## src/rtl/time_set_ctrl.sv

```systemverilog
// time_set_ctrl -- time-of-day register with a set mode.
//
// Holds hours/minutes/seconds. In RUN the 1 Hz tick advances the time with
// a full carry chain, and a rollover from 23:59:59 to 00:00:00 produces a
// one-cycle day_carry. btn_mode cycles RUN -> SET_HOUR -> SET_MIN -> SET_SEC
// -> RUN. While setting, the time is paused and btn_up/btn_down wrap the
// selected field within its range with no carry into neighbouring fields.
//
// Ports
//   clk        in   system clock (50 MHz)
//   rst        in   asynchronous active-high reset
//   tick       in   one-cycle 1 Hz pulse
//   tick_blink in   blink level used to flash the field being edited
//   btn_mode   in   one-cycle pulse, advances the mode
//   btn_up     in   one-cycle pulse, increments the selected field
//   btn_down   in   one-cycle pulse, decrements the selected field
//   hour       out  0..23
//   min        out  0..59
//   sec        out  0..59
//   mode       out  0=RUN 1=SET_HOUR 2=SET_MIN 3=SET_SEC
//   blank      out  per-field blank {hour,min,sec}
//   day_carry  out  one-cycle pulse after the midnight rollover
module time_set_ctrl (
  input  logic       clk,
  input  logic       rst,
  input  logic       tick,
  input  logic       tick_blink,
  input  logic       btn_mode,
  input  logic       btn_up,
  input  logic       btn_down,
  output logic [4:0] hour,
  output logic [5:0] min,
  output logic [5:0] sec,
  output logic [1:0] mode,
  output logic [2:0] blank,
  output logic       day_carry
);

  typedef enum logic [1:0] {
    RUN      = 2'd0,
    SET_HOUR = 2'd1,
    SET_MIN  = 2'd2,
    SET_SEC  = 2'd3
  } state_t;

  state_t     state_q, state_d;
  logic [4:0] hour_q, hour_d;
  logic [5:0] min_q, min_d;
  logic [5:0] sec_q, sec_d;
  logic       day_carry_q, day_carry_d;

  // Modulo increment/decrement over 0..maxv. Values above maxv are folded
  // back into range so a field can never leave its legal range.
  function automatic logic [5:0] wrap_inc(input logic [5:0] v, input logic [5:0] maxv);
    return (v >= maxv) ? 6'd0 : v + 6'd1;
  endfunction

  function automatic logic [5:0] wrap_dec(input logic [5:0] v, input logic [5:0] maxv);
    return (v == 6'd0 || v > maxv) ? maxv : v - 6'd1;
  endfunction

  always_ff @(posedge clk or posedge rst) begin
    if (rst) begin
      state_q     <= RUN;
      hour_q      <= 5'd0;
      min_q       <= 6'd0;
      sec_q       <= 6'd0;
      day_carry_q <= 1'b0;
    end else begin
      state_q     <= state_d;
      hour_q      <= hour_d;
      min_q       <= min_d;
      sec_q       <= sec_d;
      day_carry_q <= day_carry_d;
    end
  end

  always_comb begin
    state_d     = state_q;
    hour_d      = hour_q;
    min_d       = min_q;
    sec_d       = sec_q;
    day_carry_d = 1'b0;
    // up and down together cancel out; the mode button takes priority over both.
    unique case (state_q)
      RUN: begin
        if (tick) begin
          if (sec_q >= 6'd59) begin
            sec_d = 6'd0;
            if (min_q >= 6'd59) begin
              min_d = 6'd0;
              if (hour_q >= 5'd23) begin
                hour_d      = 5'd0;
                day_carry_d = 1'b1;
              end else begin
                hour_d = hour_q + 5'd1;
              end
            end else begin
              min_d = min_q + 6'd1;
            end
          end else begin
            sec_d = sec_q + 6'd1;
          end
        end
        if (btn_mode) state_d = SET_HOUR;
      end
      SET_HOUR: begin
        if (btn_mode) begin
          state_d = SET_MIN;
        end else if (btn_up && !btn_down) begin
          hour_d = 5'(wrap_inc({1'b0, hour_q}, 6'd23));
        end else if (btn_down && !btn_up) begin
          hour_d = 5'(wrap_dec({1'b0, hour_q}, 6'd23));
        end
      end
      SET_MIN: begin
        if (btn_mode) begin
          state_d = SET_SEC;
        end else if (btn_up && !btn_down) begin
          min_d = wrap_inc(min_q, 6'd59);
        end else if (btn_down && !btn_up) begin
          min_d = wrap_dec(min_q, 6'd59);
        end
      end
      SET_SEC: begin
        if (btn_mode) begin
          state_d = RUN;
        end else if (btn_up && !btn_down) begin
          sec_d = wrap_inc(sec_q, 6'd59);
        end else if (btn_down && !btn_up) begin
          sec_d = wrap_dec(sec_q, 6'd59);
        end
      end
      default: state_d = RUN;
    endcase
  end

  // The field under edit flashes with tick_blink; state_q is forced to RUN
  // by reset, so blank is all-zero during reset as well.
  always_comb begin
    blank = 3'b000;
    unique case (state_q)
      SET_HOUR: blank = {tick_blink, 2'b00};
      SET_MIN:  blank = {1'b0, tick_blink, 1'b0};
      SET_SEC:  blank = {2'b00, tick_blink};
      default:  blank = 3'b000;
    endcase
  end

  assign hour      = hour_q;
  assign min       = min_q;
  assign sec       = sec_q;
  assign mode      = state_q;
  assign day_carry = day_carry_q;

endmodule

```

## config.mk

```make
export PLATFORM = sky130hd
export DESIGN_NAME = time_set_ctrl
export DESIGN_NICKNAME = d
export VERILOG_FILES = /design/src/rtl/time_set_ctrl.sv
export SDC_FILE = /design/constraint.sdc
export NUM_CORES = 1
export LEC_CHECK = 0
export CORE_MARGIN = 3
export CORE_UTILIZATION = 40
export CTS_CLUSTER_DIAMETER = 60
export DETAILED_ROUTE_END_ITERATION = 12
export GPL_TIMING_DRIVEN = 0
export HOLD_SLACK_MARGIN = 0.15
export PLACE_DENSITY = 0.71
export SYNTH_ARGS = -nofsm -noshare
export SYNTH_HDL_FRONTEND = slang
export SYNTH_SLANG_ARGS = --single-unit
```

## constraint.sdc

```tcl
create_clock -name clk -period 3.1 [get_ports clk]
set_clock_uncertainty 0.15 [all_clocks]
set_input_delay 0.465 -clock clk [delete_from_list [all_inputs] [get_ports clk]]
set_output_delay 0.465 -clock clk [all_outputs]
set_load 0.01 [all_outputs]
```

==> flow_summary_export.csv, run 1 <==
group,metric,value,unit
outcome,status,"finished, final reports clean",
sta,final_hold_viol_count,0,
layout,nets,281,
route,ant_nets,0,
hold_path,hold_start,"mode[1]",
worst_setup_path,cp_top_family,"compound AO/OA/AOI/OAI gates",
clock_network,cts_hold_buf,0,
layout,area_growth,22.2,%
clock_network,clkLatencyLatePin,260,ps
hold_path,hold-path-cell-count,1,
worst_setup_path,cp.buffers_inverters,2,
sta,rsz0062_at_grt,"false",
layout,antenna_cells,0,
logic_synthesis,synth_seq_cells,20,
sta,finalCritPeriodShare,80.5,%
hold_path,hp-class,"flop to flop",
clock_network,cts_buffers,3,
sta,slew_viol_final,0,
route,via_count,1825,
worst_setup_path,slowest_delay,460,ps
logic_synthesis,synth_top_family_by_area,"compound AO/OA/AOI/OAI gates",
logic_synthesis,async_reset_ff_share,100,%
sta,slew_headroom,48.2,%
flow_run,cap_violations,0,
worst_setup_path,r2r_start,"hour[0]",
floorplan,rows,24,
route,wl_per_cell,14.0,um
logic_synthesis,synth-compound-area-share,31.1,%
clock_network,cts_tree,"done",
logic_synthesis,synthCells,226,
sta,fin_setup_tns,0,ps
placed_design,hpwl,3190,um
route,via_per_inst,5.87,
grt,track_usage,16.6,%
sta,tightest_slew,777,ps
logic_synthesis,yosys_warnings,0,
worst_setup_path,r2r_slack,800,ps
sta,holdWs,475,ps
placed_design,place_congestion,0.836,
floorplan,io_pins,30,
route,drt_iter0_markers,75,
clock_network,clk_pin_slew,80,ps
logic_synthesis,synth_fa_ha_area_share,9.47,%
clock_network,clk_root_buffer_cell,"clkbuf_8",
grt,grt-ovfl-total,0,
logic_synthesis,synthSimpleGateAreaFrac,22.2,%
worst_setup_path,path_cells,"clkdlybuf4s50_1 > inv_1 > ha_1 > or2_1 > nor3b_1 > a41oi_1 > o41ai_1 > o21ai_1",
floorplan,core_area,0.00441,mm2
grt,grt_pass1_wl,7370,um
logic_synthesis,synth.avg_cell_area,8.19,um2
clock_network,clk_path_buf_depth,2,
route,drt_first_pass_iters,4,
logic_synthesis,synth-edff-count,0,
clock_network,post_cts_buffers,0,
sta,period_needed,2500,ps
logic_synthesis,seq_area_frac_synth,27.0,%
hold_path,min_to,"mode[1]",
floorplan,dieWidth,74.0,um
worst_setup_path,startpoint_type,"input pin",
clock_network,cts.sinks,20,
worst_setup_path,cp.required,3090,ps
worst_setup_path,critPathMaxFanout,6,
logic_synthesis,synth_mux_area_share,2.37,%
power,power_density,1030,mW/mm2
placed_design,portBuffers,29,
worst_setup_path,endpoint_kind,"flop",
worst_setup_path,arrival,2480,ps
layout,drive_gt1_share,7.72,%
logic_synthesis,synth_xor_area_share,0,%
sta,setup_viol,0,
grt,grt_max_degree,21,
logic_synthesis,synthDistinctLibCells,53,
logic_synthesis,yosys_most_used_dff,"dfrtp_1",
floorplan,start_util,41.9,%
grt,antenna_found_initial,0,
sta,clock.fmax,401,MHz
floorplan,die-area,0.00548,mm2
logic_synthesis,syn_nets,247,
route,wl,4360,um
worst_setup_path,reg2reg_to,"hour[3]",
power,leakagePower,0.926,nW
worst_setup_path,slowest_stage,"clkdlybuf4s50_1",
clock_network,cts_resized,0,
grt,grt_pass1_vias,1589,
route,drc,0,
worst_setup_path,reg2reg_depth,8,
clock_network,htree_levels,1,
floorplan,die_h,74.0,um
worst_setup_path,crit_type,"input pin to flop",
power,peakVddDrop,0.543,mV
logic_synthesis,synth_area,0.00185,mm2
-- flip-flops by register name, summed over array words and instances (netlist names) --
register / count
min: 6
sec: 6
hour: 5
mode: 2
day_carry: 1
-- synthesized netlist by cell type, types with 4 or more instances --
master / instances / area, um2
dfrtp_1: 20 / 500
nand2_1: 20 / 75.1
a21oi_1: 16 / 80.1
nor2_1: 15 / 56.3
ha_1: 14 / 175
inv_1: 14 / 52.6
o21ai_0: 10 / 50.1
clkbuf_1: 8 / 30.0
nand3_1: 8 / 40.0
a31oi_1: 5 / 31.3
buf_2: 5 / 25.0
nor2b_1: 5 / 31.3
nor3_1: 5 / 25.0
o21ai_1: 5 / 25.0
a211oi_1: 4 / 30.0
a311oi_1: 4 / 35.0
nand2b_1: 4 / 25.0
nand4_1: 4 / 25.0
nor3b_1: 4 / 30.0
nor4_1: 4 / 25.0
o41ai_1: 4 / 35.0
-- worst max path at each step --
stage	startpoint	end	slack, ps	depth (start not counted)
after detailed placement	btn_down	min[4]	350	8
final	btn_down	min[4]	600	8
after floorplan	btn_down	min[4]	1010	7
after global routing	btn_down	min[4]	420	8
after global placement	btn_down	min[4]	350	8
after CTS	btn_down	min[4]	590	8
-- metal layers --
| layer | share of wire [%] | global-route usage [%] | vias up | wire [um] |
|---|---|---|---|---|
| li1 | - | - | 914 | - |
| met1 | 51 | 25.4 | 852 | 2210 |
| met2 | 44 | 23.6 | 55 | 1900 |
| met3 | 4.9 | 3.78 | 4 | 213 |
| met4 | 0.71 | 3.82 | 0 | 31 |
| met5 | 0 | 0 | - | 0 |
-- cells in the final DEF, fill, tap and decap left out, types with 8 or more instances in the layout --
| cell | Yosys | final |
|---|---|---|
| ha_1 | 14 | 14 |
| inv_1 | 14 | 14 |
| clkbuf_1 | 8 | 8 |
| clkdlybuf4s50_1 | 0 | 29 |
| a21oi_1 | 16 | 16 |
| o21ai_0 | 10 | 10 |
| nor2_1 | 15 | 15 |
| nand3_1 | 8 | 8 |
| nand2_1 | 20 | 20 |
| dfrtp_1 | 20 | 20 |
-- cells by family after synthesis --
family          count (synthesis)
flops                          20
buf+inv                        31
compound gates                 78
fa+ha+maj                      14
simple gates                   79
mux                             4
-- report_power, final --
group          internal (mW)  leakage [nW]  switching, mW
clock network          0.113        0.0288         0.0909
logic                  0.730         0.656          0.865
registers              0.377         0.242          0.147
total                   1.22         0.926           1.10
-- through the flow --
| step | utilization, % | power, mW | cells | setup WS [ps] | area (um2) |
|---|---|---|---|---|---|
| floorplan | - | 1.61 | 226 | 1010 | 1850 |
| global placement | 50.0 | 2.09 | 307 | 349 | 2210 |
| detailed placement | 50.0 | 2.11 | 307 | 351 | 2210 |
| CTS | 51.2 | 2.32 | 311 | 595 | 2260 |
| global route | 51.2 | 2.55 | 311 | 421 | 2260 |
| finish | 51.2 | 2.32 | 311 | 605 | 2260 |
-- cell type report --
class	instances	area, um2
plain buffers	17	92.6
clock buffers	4	55.1
fillers	429	2150
inverters	14	52.6
multi-input cells	175	1200
flip-flops and latches	20	500
well taps	52	65.1
repair buffers	29	290
No activity file was read; power rests on OpenSTA's default activity.
==> inputs of run 2 (changes only) <==
--- a/config.mk
+++ b/config.mk
@@ -11,7 +11,7 @@
 export DETAILED_ROUTE_END_ITERATION = 12
 export GPL_TIMING_DRIVEN = 0
 export HOLD_SLACK_MARGIN = 0.15
-export PLACE_DENSITY = 0.71
+export PLACE_DENSITY = 0.73
 export SYNTH_ARGS = -nofsm -noshare
 export SYNTH_HDL_FRONTEND = slang
 export SYNTH_SLANG_ARGS = --single-unit
==> constraint.sdc (replaced) <==
create_clock -name clk -period 2.2 [get_ports clk]
set_clock_uncertainty 0.15 [all_clocks]
set_input_delay 0.33 -clock clk [delete_from_list [all_inputs] [get_ports clk]]
set_output_delay 0.33 -clock clk [all_outputs]
set_load 0.01 [all_outputs]
==> flow_summary_export.csv, run 2 (synthesis gave the netlist of run 1 again) <==
group,metric,value,unit
outcome,status,"finished, final reports clean",
hold_path,hp-class,"input pin to asynchronous set/reset pin",
floorplan,dieWidth,74.0,um
floorplan,start_util,41.9,%
layout,final_common_cell,"clkdlybuf4s50_1",
clock_network,clk_path_buf_depth,2,
worst_setup_path,reg2reg_depth,6,
sta,period_needed,2160,ps
clock_network,clkLatencyLatePin,260,ps
grt,grt-ovfl-total,0,
worst_setup_path,reg2reg_to,"min[4]",
power,power_density,1440,mW/mm2
clock_network,clk_pin_slew,80,ps
route,via_per_inst,5.89,
sta,finalCritPeriodShare,98.2,%
sta,slew_viol_final,0,
floorplan,core_area,0.00441,mm2
route,drc,0,
route,wl_per_cell,14.2,um
floorplan,io_pins,30,
clock_network,cts_tree,"done",
floorplan,die-area,0.00548,mm2
layout,nets,287,
layout,instances_no_fill,317,
sta,final_hold_viol_count,0,
worst_setup_path,critPathMaxFanout,10,
clock_network,htree_levels,1,
placed_design,place_ws,-418,ps
route,wl,4510,um
power,p_total,3.51,mW
placed_design,portBuffers,29,
clock_network,clk_root_buffer_cell,"clkbuf_8",
worst_setup_path,startpoint_type,"input pin",
layout,area_growth,31.6,%
floorplan,die_h,74.0,um
worst_setup_path,r2r_start,"min[3]",
layout,final_area,0.00243,mm2
worst_setup_path,crit_type,"input pin to flop",
layout,antenna_cells,0,
worst_setup_path,endpoint_kind,"flop",
worst_setup_path,cp.required,2190,ps
grt,grt_pass1_vias,1627,
clock_network,cts.sinks,20,
clock_network,cts_buffers,3,
layout,multi_input_area,0.00132,mm2
placed_design,place_congestion,0.860,
sta,setup_slack,39.8,ps
grt,track_usage,16.5,%
sta,setup_viol,0,
route,drt_first_pass_iters,4,
worst_setup_path,r2r_slack,130,ps
worst_setup_path,arrival,2150,ps
sta,slew_headroom,47.0,%
layout,seqCellArea,505,um2
layout,final_cell_mix,"26 x clkdlybuf4s50_1, 20 x nand2_1, 16 x dfrtp_1",
route,via_count,1868,
route,drt_iter0_markers,153,
sta,clock.fmax,463,MHz
placed_design,hpwl,3140,um
power,peakVddDrop,0.697,mV
layout,num-fill-cells,390,
flow_run,cap_violations,0,
layout,drive_gt1_share,18.9,%
grt,grt_max_degree,21,
placed_design,dpl-instance-area,0.00221,mm2
floorplan,rows,24,
grt,grt_pass1_wl,7420,um
placed_design,dp_cells,307,
sta,tightest_slew,795,ps
route,ant_nets,0,
power,leakagePower,0.988,nW
grt,antenna_found_initial,0,
-- run 2: where the power goes --
group	internal, mW	switching [mW]
clock network	0.159	0.128
registers	0.539	0.220
logic	1.15	1.31
-- run 2: through the flow --
step | hold slack (ps) | utilization, % | setup TNS [ps]
after detailed placement | 446 | 50.0 | -3360
after global placement | 443 | 50.0 | -2960
after floorplan | 144 | - | 0
final | 374 | 55.2 | 0
after global routing | 453 | 55.2 | -45.4
after CTS | 405 | 52.9 | -19.1
-- run 2: area by class of cell --
| type | instances | area share [%] |
|---|---|---|
| Multi-Input combinational cell | 175 | 54.4 |
| Clock buffer | 4 | 2.26 |
| Inverter | 14 | 2.16 |
| Timing Repair Buffer | 35 | 13.8 |
| Sequential cell | 20 | 20.8 |
| Tap cell | 52 | 2.67 |
| Buffer | 17 | 4.01 |
-- run 2: critical path: stages --
cell,delay [ps]
clkdlybuf4s50_1,480
ha_2,230
nand2b_1,130
buf_4,180
nand2_1,100
or3_1,330
a311oi_2,280
nor2_1,80
-- run 2: routing by layer --
layer,track usage (%),part of all wire (%)
met5,0,0
met1,26.0,50
met2,23.7,45
met4,4.23,0.58
met3,1.62,4.8
-- run 2: worst max path at each step --
stage	from	end	cells after the start	slack, ps
floorplan	hour[0]	hour[3]	8	160
global placement	btn_down	min[4]	8	-390
detailed placement	btn_down	min[4]	8	-420
CTS	btn_down	min[4]	8	-20
global route	btn_down	min[4]	9	-30
finish	btn_up	sec[3]	8	40
-- run 2: what timing repair did --
item	CTS	global route
pin swaps	0	3
buffers inserted	3	3
setup endpoints to repair	11	12
gates resized for setup	13	22
endpoints found under the hold margin	0	0
hold buffers	0	0
